--- config.mk ---
export PLATFORM = sky130hd
export DESIGN_NAME = leb128_imm_decoder
export DESIGN_NICKNAME = d
export VERILOG_FILES = /design/src/rtl/leb128_pkg.sv /design/src/rtl/leb128_pad_check.sv /design/src/rtl/leb128_imm_decoder.sv
export SDC_FILE = /design/constraint.sdc
export NUM_CORES = 1
export LEC_CHECK = 0
export BUFFER_PORTS_ARGS = -buffer_cell sky130_fd_sc_hd__buf_2
export CAP_MARGIN = 25
export CORE_UTILIZATION = 50
export CTS_CLUSTER_SIZE = 10
export DETAILED_ROUTE_END_ITERATION = 7
export GPL_TIMING_DRIVEN = 0
export PLACE_DENSITY = 0.74
export REMOVE_ABC_BUFFERS = 1
export SETUP_SLACK_MARGIN = 0.4
export SKIP_LAST_GASP = 1
export SLEW_MARGIN = 20
export SYNTH_ARGS = -nofsm -noshare
export SYNTH_HDL_FRONTEND = slang
export SYNTH_SLANG_ARGS = --single-unit
--- constraint.sdc ---
create_clock -name clk -period 3.9 [get_ports clk]
set_input_delay 0.39 -clock clk [delete_from_list [all_inputs] [get_ports clk]]
set_output_delay 0.39 -clock clk [all_outputs]
set_load 0.02 [all_outputs]
--- src/rtl/leb128_pkg.sv ---
// rtl/leb128_pkg.sv - shared types and constants for the LEB128 immediate decoder
//
// Purpose: the decoder state enum, the trap codes and the per-width byte
// limits. The type and NO_64B encodings mirror the core's definitions so
// the core can forward out_type/out_trap without remapping them.
package leb128_pkg;

  typedef enum logic [1:0] {
    IDLE  = 2'd0,
    ACCUM = 2'd1,
    DONE  = 2'd2,
    ERR   = 2'd3
  } leb_state_e;

  // Operand type encodings, identical to the core's `i32/`i64 values.
  localparam logic [1:0] TYPE_I32 = 2'd0;
  localparam logic [1:0] TYPE_I64 = 2'd1;

  localparam logic [3:0] LEB_OK       = 4'd0;
  localparam logic [3:0] LEB_OVERFLOW = 4'd1;
  localparam logic [3:0] LEB_BAD_PAD  = 4'd2;
  // Same value as the core's NO_64B trap so it passes straight through.
  localparam logic [3:0] TRAP_NO_64B  = 4'd7;

  // Maximum encoded length for each immediate width.
  localparam int unsigned N_I32 = 5;
  localparam int unsigned N_I64 = 10;

endpackage

--- src/rtl/leb128_pad_check.sv ---
// rtl/leb128_pad_check.sv - padding check for the last legal byte of an immediate
//
// Purpose: when the final byte is the widest allowed byte, the payload bits
// above the value width must be zero (unsigned) or a copy of the sign bit
// (signed). Purely combinational.
// Ports:
//   byte_i      payload bits [6:0] of the final byte
//   is_64_i     1 = i64 immediate, 0 = i32
//   is_signed_i 1 = sLEB128, 0 = uLEB128
//   pad_ok_o    1 when the unused high bits are legal
module leb128_pad_check
  import leb128_pkg::*;
(
  input  logic [6:0] byte_i,
  input  logic       is_64_i,
  input  logic       is_signed_i,
  output logic       pad_ok_o
);

  always_comb begin
    pad_ok_o = 1'b0;
    if (is_64_i) begin
      // Byte 10 carries only value bit 63 in bit 0.
      if (is_signed_i) pad_ok_o = (byte_i[6:1] == {6{byte_i[0]}});
      else             pad_ok_o = (byte_i[6:1] == 6'd0);
    end else begin
      // Byte 5 carries value bits 31:28 in bits 3:0.
      if (is_signed_i) pad_ok_o = (byte_i[6:4] == {3{byte_i[3]}});
      else             pad_ok_o = (byte_i[6:4] == 3'd0);
    end
  end

endmodule

--- src/rtl/leb128_imm_decoder.sv ---
// rtl/leb128_imm_decoder.sv - byte-serial LEB128 immediate decoder
//
// Purpose: accepts a start request for an i32/i64, signed/unsigned immediate,
// consumes the encoded bytes one per handshake and presents either the
// width-checked value or a trap code until the consumer takes it.
// Ports:
//   clk, reset          clock, synchronous active-high reset
//   start/is_64/is_signed  request, honoured only in IDLE
//   in_valid/in_ready/in_byte  byte stream handshake
//   out_valid/out_ready    result handshake
//   out_value/out_type/out_len/out_trap  registered result fields
module leb128_imm_decoder
  import leb128_pkg::*;
#(
  parameter bit          USE_64B   = 1'b1,
  parameter int unsigned MAX_BYTES = 10
) (
  input  logic        clk,
  input  logic        reset,
  input  logic        start,
  input  logic        is_64,
  input  logic        is_signed,
  input  logic        in_valid,
  output logic        in_ready,
  input  logic [7:0]  in_byte,
  output logic        out_valid,
  input  logic        out_ready,
  output logic [63:0] out_value,
  output logic [1:0]  out_type,
  output logic [3:0]  out_len,
  output logic [3:0]  out_trap
);

  // Continuation-bit limit: the natural width limit, further capped by MAX_BYTES.
  localparam int unsigned LIM32 = (MAX_BYTES < N_I32) ? MAX_BYTES : N_I32;
  localparam int unsigned LIM64 = (MAX_BYTES < N_I64) ? MAX_BYTES : N_I64;

  leb_state_e  state_q;
  logic        in_ready_q;
  logic        out_valid_q;
  logic [63:0] out_value_q;
  logic [1:0]  out_type_q;
  logic [3:0]  out_len_q;
  logic [3:0]  out_trap_q;
  logic        is64_q;
  logic        signed_q;
  logic [63:0] acc_q;
  logic [3:0]  cnt_q;

  logic        xfer;
  logic [3:0]  cnt_d;
  logic [63:0] acc_d;
  logic [63:0] value_d;
  logic [6:0]  shamt;
  logic [6:0]  fill_shamt;
  logic [6:0]  width_bits;
  logic [3:0]  lim_m1;
  logic [3:0]  width_m1;
  logic        pad_ok;

  assign xfer       = in_valid && in_ready_q && (state_q == ACCUM);
  assign cnt_d      = cnt_q + 4'd1;
  assign shamt      = 7'(cnt_q) * 7'd7;
  assign fill_shamt = 7'(cnt_d) * 7'd7;
  assign width_bits = is64_q ? 7'd64 : 7'd32;
  assign lim_m1     = is64_q ? 4'(LIM64 - 1) : 4'(LIM32 - 1);
  assign width_m1   = is64_q ? 4'(N_I64 - 1) : 4'(N_I32 - 1);

  // Payload bits that land above bit 63 are simply shifted out.
  assign acc_d = acc_q | (64'(in_byte[6:0]) << shamt);

  always_comb begin
    value_d = acc_d;
    // Sign-extend from the first bit past the payload collected so far.
    if (signed_q && in_byte[6] && (fill_shamt < width_bits)) begin
      value_d = acc_d | (~64'd0 << fill_shamt[5:0]);
    end
    if (!is64_q) value_d[63:32] = 32'd0;
  end

  leb128_pad_check u_pad_check (
    .byte_i      (in_byte[6:0]),
    .is_64_i     (is64_q),
    .is_signed_i (signed_q),
    .pad_ok_o    (pad_ok)
  );

  always_ff @(posedge clk) begin
    if (reset) begin
      state_q     <= IDLE;
      in_ready_q  <= 1'b0;
      out_valid_q <= 1'b0;
      out_value_q <= 64'd0;
      out_type_q  <= TYPE_I32;
      out_len_q   <= 4'd0;
      out_trap_q  <= LEB_OK;
      is64_q      <= 1'b0;
      signed_q    <= 1'b0;
      acc_q       <= 64'd0;
      cnt_q       <= 4'd0;
    end else begin
      case (state_q)
        IDLE: begin
          in_ready_q <= 1'b0;
          if (start) begin
            out_type_q <= is_64 ? TYPE_I64 : TYPE_I32;
            if (is_64 && !USE_64B) begin
              state_q     <= ERR;
              out_valid_q <= 1'b1;
              out_value_q <= 64'd0;
              out_len_q   <= 4'd0;
              out_trap_q  <= TRAP_NO_64B;
            end else begin
              state_q    <= ACCUM;
              in_ready_q <= 1'b1;
              is64_q     <= is_64;
              signed_q   <= is_signed;
              acc_q      <= 64'd0;
              cnt_q      <= 4'd0;
            end
          end
        end

        ACCUM: begin
          if (xfer) begin
            acc_q <= acc_d;
            cnt_q <= cnt_d;
            if (in_byte[7]) begin
              if (cnt_q == lim_m1) begin
                state_q     <= ERR;
                in_ready_q  <= 1'b0;
                out_valid_q <= 1'b1;
                out_value_q <= 64'd0;
                out_len_q   <= cnt_d;
                out_trap_q  <= LEB_OVERFLOW;
              end
            end else begin
              in_ready_q  <= 1'b0;
              out_valid_q <= 1'b1;
              out_len_q   <= cnt_d;
              // Padding only constrains the widest possible final byte.
              if ((cnt_q == width_m1) && !pad_ok) begin
                state_q     <= ERR;
                out_value_q <= 64'd0;
                out_trap_q  <= LEB_BAD_PAD;
              end else begin
                state_q     <= DONE;
                out_value_q <= value_d;
                out_trap_q  <= LEB_OK;
              end
            end
          end
        end

        DONE, ERR: begin
          in_ready_q <= 1'b0;
          if (out_ready) begin
            state_q     <= IDLE;
            out_valid_q <= 1'b0;
          end
        end

        default: state_q <= IDLE;
      endcase
    end
  end

  assign in_ready  = in_ready_q;
  assign out_valid = out_valid_q;
  assign out_value = out_value_q;
  assign out_type  = out_type_q;
  assign out_len   = out_len_q;
  assign out_trap  = out_trap_q;

endmodule

After elaboration in Yosys (flattened, before gate mapping)
Index checks and enable logic that the tools add are counted.
{"block": "totals", "output_inout_bits": 76, "reg_bits": 148, "word_cells": 87, "inputBits": 15}
{"block": "classes", "n_reduce_logical": 18, "shifts": 2, "n_eq_ne": 11, "magnitude_cmp": 1, "n_mul": 2, "add_sub_neg": 1, "bitwise": 2, "mux": 39}
{"operator": "64-bit two-way mux", "count": 6}
{"operator": "64-bit bitwise OR", "count": 2}
{"operator": "64-bit case mux with 2 select lines", "count": 1}
{"operator": "64-bit by 6-bit left shift with 64-bit output, first input constant", "count": 1}
{"operator": "7-bit by 7-bit left shift with 64-bit output", "count": 1}
{"operator": "32-bit two-way mux", "count": 1}
{"operator": "4-bit two-way mux", "count": 7}
{"operator": "4-bit by 3-bit multiplier with 7-bit output, second input constant", "count": 2}
{"operator": "1-bit two-way mux", "count": 13}
{"operator": "2-bit two-way mux", "count": 6}
{"operator": "4-bit case mux with 2 select lines", "count": 1}
{"operator": "4-bit AND reduction", "count": 2}
{"operator": "7-bit < comparator", "count": 1}
{"operator": "7-bit two-way mux", "count": 1}
{"operator": "6-bit equality test", "count": 1}
{"operator": "6-bit zero test", "count": 1}
{"operator": "2-bit inequality test, second input constant", "count": 3}
{"operator": "2-bit case mux with 3 select lines", "count": 1}
{"operator": "3-bit AND reduction", "count": 2}
{"operator": "1-bit logical AND", "count": 5}
{"operator": "4-bit by 1-bit adder with 4-bit output, second input constant", "count": 1}
{"operator": "2-bit equality test, second input constant", "count": 2}
{"operator": "4-bit equality test", "count": 1}
{"operator": "2-bit AND reduction", "count": 2}
{"operator": "other kinds (11)", "count": 12}

Depth between registers and ports, before layout
Gate-level depths: netlist (run 1).
{"block": "depth", "word_depth": 9, "mapped_depth": 16, "mapped_depth_nobuf": 14}

Hierarchy
A second synthesis (run 1) with hierarchy kept.
{"block": "unflattened", "cells_unflattened": 800, "area_unflattened_um2": 6855.3}
{"mod": "leb128_imm_decoder", "cells_each": 783, "area_per_inst_um2": 6760.2, "n_inst": 1, "seq_area_each_um2": 2882.8}
{"mod": "leb128_pad_check", "cells_each": 17, "area_per_inst_um2": 95.1, "n_inst": 1, "seq_area_each_um2": 0.0}

Worst setup path before layout (run 1)
OpenSTA, ideal clock, no wires.
{"block": "synth_timing", "path_kind": "register -> register", "start": "register cnt_q[0]", "end": "register out_value_q[59] (netlist: out_value[59])", "path_slack_ns": -0.038, "setup_time_ns": 0.117, "t_required_ns": 3.783, "period_less_slack_ns": 3.938, "path_stages_with_launch": 16, "arrival_time_ns": 3.820, "path_buffers": 2, "path_cell_list": "dfxtp_1 > buf_2 > inv_1 > ha_1 > xnor2_1 > xnor2_1 > ha_1 > fa_1 > a21o_1 > a21o_1 > ha_1 > inv_1 > o31ai_4 > buf_4 > nand2_1 > a32o_1"}
{"block": "synth_via", "elab_chain_len": 8, "elab_cells_between_ends": 17, "cone_classes": "1 x add/sub; 2 x mul; 1 x order compare; 2 x eq/ne; 2 x shift; 4 x mux; 2 x bitwise; 3 x reduce/logical"}
{"element": "from (decl)", "line": "leb128_imm_decoder.sv:48", "rtl": "logic [3:0] cnt_q;"}
{"element": "from (signal assigned)", "line": "leb128_imm_decoder.sv:127", "rtl": "cnt_q <= cnt_d;"}
{"element": "4-bit by 1-bit adder with 4-bit output (*)", "line": "leb128_imm_decoder.sv:62", "rtl": "assign cnt_d = cnt_q + 4'd1;"}
{"element": "net cnt_d[0]", "line": "leb128_imm_decoder.sv:51", "rtl": "logic [3:0] cnt_d;"}
{"element": "4-bit by 3-bit multiplier with 7-bit output (*)", "line": "leb128_imm_decoder.sv:64", "rtl": "assign fill_shamt = 7'(cnt_d) * 7'd7;"}
{"element": "64-bit by 6-bit left shift with 64-bit output / 7-bit < comparator (equally long branches)", "line": "leb128_imm_decoder.sv:76, leb128_imm_decoder.sv:75"}
{"element": "64-bit bitwise OR / 1-bit logical AND (equally long branches)", "line": "leb128_imm_decoder.sv:76, leb128_imm_decoder.sv:75"}
{"element": "64-bit two-way mux (*)", "line": "leb128_imm_decoder.sv:75", "rtl": "if (signed_q && in_byte[6] && (fill_shamt < width_bits)) begin"}
{"element": "32-bit two-way mux (*)", "line": "leb128_imm_decoder.sv:78", "rtl": "if (!is64_q) value_d[63:32] = 32'd0;"}
{"element": "64-bit two-way mux (*)", "line": "leb128_imm_decoder.sv:142", "rtl": "if ((cnt_q == width_m1) && !pad_ok) begin"}
{"element": "64-bit two-way mux (*)", "line": "leb128_imm_decoder.sv:128", "rtl": "if (in_byte[7]) begin"}
{"element": "to (signal assigned)", "line": "leb128_imm_decoder.sv:148", "rtl": "out_value_q <= value_d;"}
{"element": "to (decl)", "line": "leb128_imm_decoder.sv:41", "rtl": "logic [63:0] out_value_q;"}
The timed path passes the listed nets; every way through them passes the cells marked *.
A chain may end at the register's enable or synchronous reset.

Worst setup path after layout (run 1)
{"block": "layout_timing", "start": "register cnt_q[0]", "end": "register out_value_q[60] (netlist: out_value[60])"}
Same word-level chain as after synthesis.

==> out/qor.yml, run 1 <==
ys_dominant_reg_cell: "dfxtp_1"
firstDrtPassIters: 6
die_w_um: 117
drtAntennaViolNets: 0
grt_max_degree: 81
cts.sinks: 144
layout-drive-gt1-share_pct: 25.1
dieArea_um2: 13800
synth_edf_count: 0
critPathArrivalTime_ns: 3.93
worst_clock_skew_ns: 0.0108
slowest_delay_ns: 0.40
pre_cts_slack_ns: -1.97
start_util_pct: 52.0
slowest_stage: "dfxtp_4"
p_switching_uw: 798
critPathBufInv: 4
synthTopCellsByCount: "144 x dfxtp_1, 106 x nor2_1, 72 x a21oi_1"
cts-htree-levels: 4
p_per_area_nw_per_um2: 414
grt_pass1_vias: 6433
async_flop_share_pct: 0
wire_per_inst_um: 21.5
ys.warnings.count: 0
internal_power_mw: 2.63
seq_power_share_pct: 43.3
overflow: 0
combPwrFrac_pct: 6.4
swShare_pct: 23.3
core-area_um2: 12800
fin_util_pct: 64.4
cp_max_fo: 7
fin_crit_sh_pct: 91.3
synthTopCellsByArea: "dfxtp_1 43%, a22o_1 8.3%, a22oi_1 6.2%"
portBuffers: 87
yosysSeqAreaShare_pct: 43.2
worst_skew_pair.late_latency_ns: 0.43
outcome: "finished clean"
p_total_mw: 3.42
grt_util_all_layers_pct: 30.9
antennaDiodeCount: 0
vdd_drop_max_mv: 0.318
synth_area_leader_cell: "dfxtp_1"
cp_data_required_time_ns: 4.27
vias: 6674
place_congestion: 0.901
rows: 41
critPathKind: "register to register"
slew_viol_final: 0
nets: 861
critPathTopFamily: "adder cells"
setup_violations: 0
slew-limit-headroom_pct: 29.9
grt_pass1_wl_um: 33900
clk_pin_slew_ns: 0.06
yosysMostFrequentCell: "dfxtp_1"
hpwl_um: 12200
tightest_slew_ns: 1.05
syn-instance-count: 757
postSynthAreaPerCell_um2: 8.81
stdcell_count: 1019
hold_viol_final: 0
ys_ff_latch: 144
die_y_um: 117
fill_cells: 1027
drc: 0
maxCapViolCount: 0
max_freq_ghz: 0.281
pwr-share-clk_pct: 50.3
num_io_pins: 91
cellLeakagePower_nw: 3.37
crit_path_start_kind: "register"
timing.final.ws_setup_ns: 0.338
detail_route.vias_per_cell: 6.55
synth_area_um2: 6670
cts_tree: "yes"
ys_types: 68
placed_cells: 948
synth_top_area_share_pct: 43.2
antenna_found_initial: 0
rsz0062_at_grt: "yes"
cp_common_cell: "ha_4"
cts_hold_buf: 0
numCtsBuffers: 17
period_minus_slack_ns: 3.56
routed_wl_um: 21900
cts_buffer_depth: 2
endpoint_kind: "register"
path_cells: "clkinvlp_4 -> ha_4 -> ha_4 -> xor2_4 -> fa_2 -> a21o_1 -> a21o_1 -> ha_4 -> nand3b_1 -> a21oi_4 -> buf_12 -> buf_4 -> o31ai_4 -> buf_6 -> o211ai_1 -> a22o_1"
hp-class: "input port to register"
root_buffer: "clkbuf_16"
first_iter_violations: 761
syn_to_final_growth_pct: 23.9
## worst min-delay path, stage by stage
cell	delay, ns
buf_2	0.10
nand2_1	0.05
a21oi_1	0.05
## layout make-up
cell class / instances / area [µm²] / area share (%)
inverter: 10 / 41.3 / 0.500
tap: 172 / 215 / 2.60
timing repair buffer: 125 / 783 / 9.48
multi-input combinational: 536 / 3700 / 44.8
clock inverter: 8 / 126 / 1.53
sequential: 144 / 2900 / 35.0
clock buffer: 24 / 502 / 6.07
## state kept, by name, indices dropped and copies added, names as in the netlist, 2 cells and up
register,cells
acc_q,64
out_value,64
cnt_q,4
out_len,4
out_trap,2
state_q,2
## power by group through the flow
stage	registers, mW	clock network (mW)	logic, mW
finish	1.48	1.72	0.219
CTS	1.48	1.73	0.200
global placement	1.52	0	0.170
detailed placement	1.52	0	0.180
global route	1.48	1.80	0.230
floorplan	1.52	0	0.0886
## placed cells by master (no fill, tap or decap), types with 5 or more instances in the layout
master and n:
nand2_1 25, nor3_1 16, dfxtp_1 140, o211ai_1 13, o21ai_2 8, o21ai_1 15
nand3_1 6, buf_2 86, o21ai_0 23, ha_1 5, a221o_1 5, buf_4 31
clkbuf_16 17, ha_4 5, a22oi_1 55, nand2b_1 9, nor2b_1 5, nor2_1 105
inv_1 7, nor4_1 7, a211oi_1 10, a31oi_1 5, a22o_1 63, clkbuf_8 5
a21oi_1 72
## per-stage QoR
step | hold slack (ns) | instance area [µm²] | TNS, ns
after floorplan | 0.454 | 6320 | -19.62
after global placement | 0.456 | 6970 | -100.33
after detailed placement | 0.459 | 7040 | -102.31
after CTS | 0.202 | 8110 | 0
after global routing | 0.222 | 8260 | 0
final | 0.209 | 8260 | 0
## final timing paths
path / start / endpoint / slack, ns / depth (start not counted)
max reg2reg: cnt_q[0]$_SDFFE_PP0P_ / out_value[60]$_SDFFE_PP0P_ / 0.34 / 16
max: cnt_q[0]$_SDFFE_PP0P_ / out_value[60]$_SDFFE_PP0P_ / 0.34 / 16
min: is_signed / signed_q$_SDFFE_PP0P_ / 0.21 / 3
min reg2reg: out_value[41]$_SDFFE_PP0P_ / out_value[41]$_SDFFE_PP0P_ / 0.47 / 1
## timing repair
item,CTS,global route
resized for setup,33,30
endpoints found under the setup margin,64,61
cloned,2,1
buffers inserted,30,5
pin swaps,15,14
## logic make-up (layout without fill, tap and decap cells)
| kind of cell | Yosys count | after routing | share of synthesized area (%) |
|---|---|---|---|
| mux | 2 | 2 | 0.300 |
| compound gates | 301 | 304 | 31.9 |
| other cells | 1 | 3 | 0.0562 |
| simple gates | 207 | 207 | 15.0 |
| flops | 144 | 144 | 43.2 |
| buf+inv | 82 | 167 | 5.91 |
| xor+xnor | 8 | 8 | 1.16 |
| fa+ha+maj | 12 | 12 | 2.36 |
## metal layers
metal	GRT usage [%]	wire (µm)	vias up
met5	0	0	-
met4	19.2	1200	0
met3	7.22	2260	125
met2	47.4	9800	475
met1	39.1	8630	3107
li1	-	-	2967
Power figures use the tool's default switching activity.
==> run 2: changes to the inputs <==
Settings changed: CELL_PAD_IN_SITES_DETAIL_PLACEMENT set to 1, CELL_PAD_IN_SITES_GLOBAL_PLACEMENT set to 1, CORE_UTILIZATION 50 to 39, PLACE_DENSITY 0.74 to unset, PLACE_DENSITY_LB_ADDON set to 0.1.
==> run 2 against run 1 <==
Effect of this change:
- sequential cell count stayed put
- critical path depth stayed put
- core utilization shrank 13 points
- die area rose by 28%
- sequential power hardly changed
- non-clock buffer count up 6
- largest power group unchanged
- combinational power increased by 9%
- maximum frequency increased by 0.58%
==> out/qor.yml, run 2 (synthesized netlist as in run 1, its figures left out) <==
outcome: "finished clean"  # unchanged
nets: 864  # was 861
timing.final.ws_setup_ns: 0.358  # was 0.338 ns
tightest_slew_ns: 1.04  # was 1.05 ns
die_y_um: 133  # was 117 µm
routed_wl_um: 23600  # was 21900 µm
p_total_mw: 3.50  # was 3.42 mW
grt_pass1_vias: 6751  # was 6433
maxCapViolCount: 0  # unchanged
cp_max_fo: 7  # unchanged
cts.sinks: 144  # unchanged
rows: 47  # was 41
slew_viol_final: 0  # unchanged
drtAntennaViolNets: 0  # unchanged
cellLeakagePower_nw: 3.46  # was 3.37 nW
first_iter_violations: 446  # was 761
cts_hold_buf: 0  # unchanged
antennaDiodeCount: 0  # unchanged
worst_clock_skew_ns: 0.0125  # was 0.0108 ns
die_w_um: 133  # was 117 µm
layout-drive-gt1-share_pct: 26.1  # was 25.1%
drc: 0  # unchanged
place_congestion: 0.831  # was 0.901
grt_pass1_wl_um: 37000  # was 33900 µm
period_minus_slack_ns: 3.54  # was 3.56 ns
dieArea_um2: 17600  # was 13800 µm²
firstDrtPassIters: 5  # was 6
overflow: 0  # unchanged
critPathKind: "register to register"  # unchanged
max_freq_ghz: 0.282  # was 0.281 GHz
syn_to_final_growth_pct: 27.5  # was 23.9%
worst_skew_pair.late_latency_ns: 0.43  # about the same
layout_commonest_cell: "dfxtp_1"  # unchanged
fill_cells: 1925  # was 1027
root_buffer: "clkbuf_16"  # unchanged
cts-htree-levels: 4  # unchanged
slowest_delay_ns: 0.39  # was 0.40 ns
hold_viol_final: 0  # unchanged
cts_buffer_depth: 2  # unchanged
grt_util_all_layers_pct: 27.2  # was 30.9%
antenna_found_initial: 0  # unchanged
slowest_stage: "dfxtp_4"  # unchanged
vias: 6455  # was 6674
start_util_pct: 40.1  # was 52.0%
hp-class: "input port to register"  # unchanged
numCtsBuffers: 17  # unchanged
pre_cts_slack_ns: -1.95  # was -1.97 ns
critPathArrivalTime_ns: 3.91  # was 3.93 ns
crit_path_start_kind: "register"  # unchanged
core-area_um2: 16600  # was 12800 µm²
portBuffers: 87  # unchanged
critPathBufInv: 3  # was 4
vdd_drop_max_mv: 0.258  # was 0.318 mV
cp_data_required_time_ns: 4.26  # was 4.27 ns
num_io_pins: 91  # unchanged
cts_tree: "yes"  # unchanged
wire_per_inst_um: 22.1  # was 21.5 µm
endpoint_kind: "register"  # unchanged
reg2reg_slack_ns: 0.36  # was 0.34 ns
p_per_area_nw_per_um2: 412  # was 414 nW/µm²
fin_crit_sh_pct: 90.8  # was 91.3%
rsz0062_at_grt: "yes"  # unchanged
placed_cells: 1003  # was 948
slew-limit-headroom_pct: 30.2  # was 29.9%
critPathTopFamily: "compound AO/OA/AOI/OAI gates"  # was adder cells
stdcell_count: 1069  # was 1019
layout_common_cells: "140 x dfxtp_1, 105 x nor2_1, 86 x buf_2"  # unchanged
path_cells: "clkinvlp_4 -> ha_4 -> xnor2_4 -> xnor2_1 -> ha_2 -> fa_2 -> a21o_1 -> a21o_1 -> ha_4 -> nand3b_1 -> a21oi_4 -> o31ai_4 -> buf_6 -> buf_8 -> o211ai_1 -> a22o_1"  # was clkinvlp_4 -> ha_4 -> ha_4 -> xor2_4 -> fa_2 -> a21o_1 -> a21o_1 -> ha_4 -> nand3b_1 -> a21oi_4 -> buf_12 -> buf_4 -> o31ai_4 -> buf_6 -> o211ai_1 -> a22o_1
hpwl_um: 15000  # was 12200 µm
setup_violations: 0  # unchanged
grt_max_degree: 55  # was 81
detail_route.vias_per_cell: 6.04  # was 6.55
clk_pin_slew_ns: 0.06  # about the same
==> run 2: metal layers <==
layer  GRT usage, %  vias up  share of wire [%]
li1               -     2967                  -
met1           34.1     3242                 44
met2           45.0      202                 49
met3           4.87       44                4.3
met4           13.3        0                2.6
met5              0        -                  0
==> run 2: power breakdown <==
group	switching [mW]	total, mW	internal [mW]	leakage, nW
registers	0.00753	1.48	1.47	1.16
clock network	0.650	1.79	1.14	0.312
logic	0.164	0.238	0.0739	1.99
==> run 2: timing repair <==
item                                    in CTS  in global routing
resized for setup                           38                 40
cloned                                       1                  0
endpoints found under the setup margin      64                 58
buffers inserted                            22                 10
pin swaps                                   13                 13
==> run 2: path summary, 6_finish.rpt <==
check | cells past startpoint | startpoint | endpoint
hold / removal | 3 | is_signed | signed_q$_SDFFE_PP0P_
setup reg to reg | 16 | cnt_q[0]$_SDFFE_PP0P_ | out_value[36]$_SDFFE_PP0P_
hold reg to reg | 1 | out_value[60]$_SDFFE_PP0P_ | out_value[60]$_SDFFE_PP0P_
setup / recovery | 16 | cnt_q[0]$_SDFFE_PP0P_ | out_value[36]$_SDFFE_PP0P_
==> run 2: final cells by class <==
| class | count | area, µm² | area share, % |
|---|---|---|---|
| Sequential cell | 144 | 2900 | 34.0 |
| Clock inverter | 9 | 155 | 1.82 |
| Timing Repair Buffer | 131 | 965 | 11.3 |
| Clock buffer | 22 | 484 | 5.69 |
| Inverter | 10 | 45.0 | 0.530 |
| Tap cell | 220 | 275 | 3.24 |
| Multi-Input combinational cell | 533 | 3680 | 43.3 |
==> run 2: through the flow <==
stage	area (µm²)	setup TNS [ns]	hold WS [ns]	utilization (%)
6_report	8500	0	0.207	51.1
5_1_grt	8500	0	0.224	51.1
3_3_place_gp	7030	-121.90	0.455	42.2
2_1_floorplan	6320	-19.62	0.454	-
3_5_place_dp	7250	-108.84	0.458	43.6
4_1_cts	8260	0	0.198	49.6
==> run 2: worst reg2reg max path, cell delays in order, from the launching register on <==
cell        delay [ns]
dfxtp_4           0.39
clkinvlp_4        0.13
ha_4              0.35
xnor2_4           0.15
xnor2_1           0.11
ha_2              0.22
fa_2              0.35
a21o_1            0.16
a21o_1            0.17
ha_4              0.16
nand3b_1          0.22
a21oi_4           0.26
o31ai_4           0.12
buf_6             0.14
buf_8             0.14
o211ai_1          0.25
a22o_1            0.17
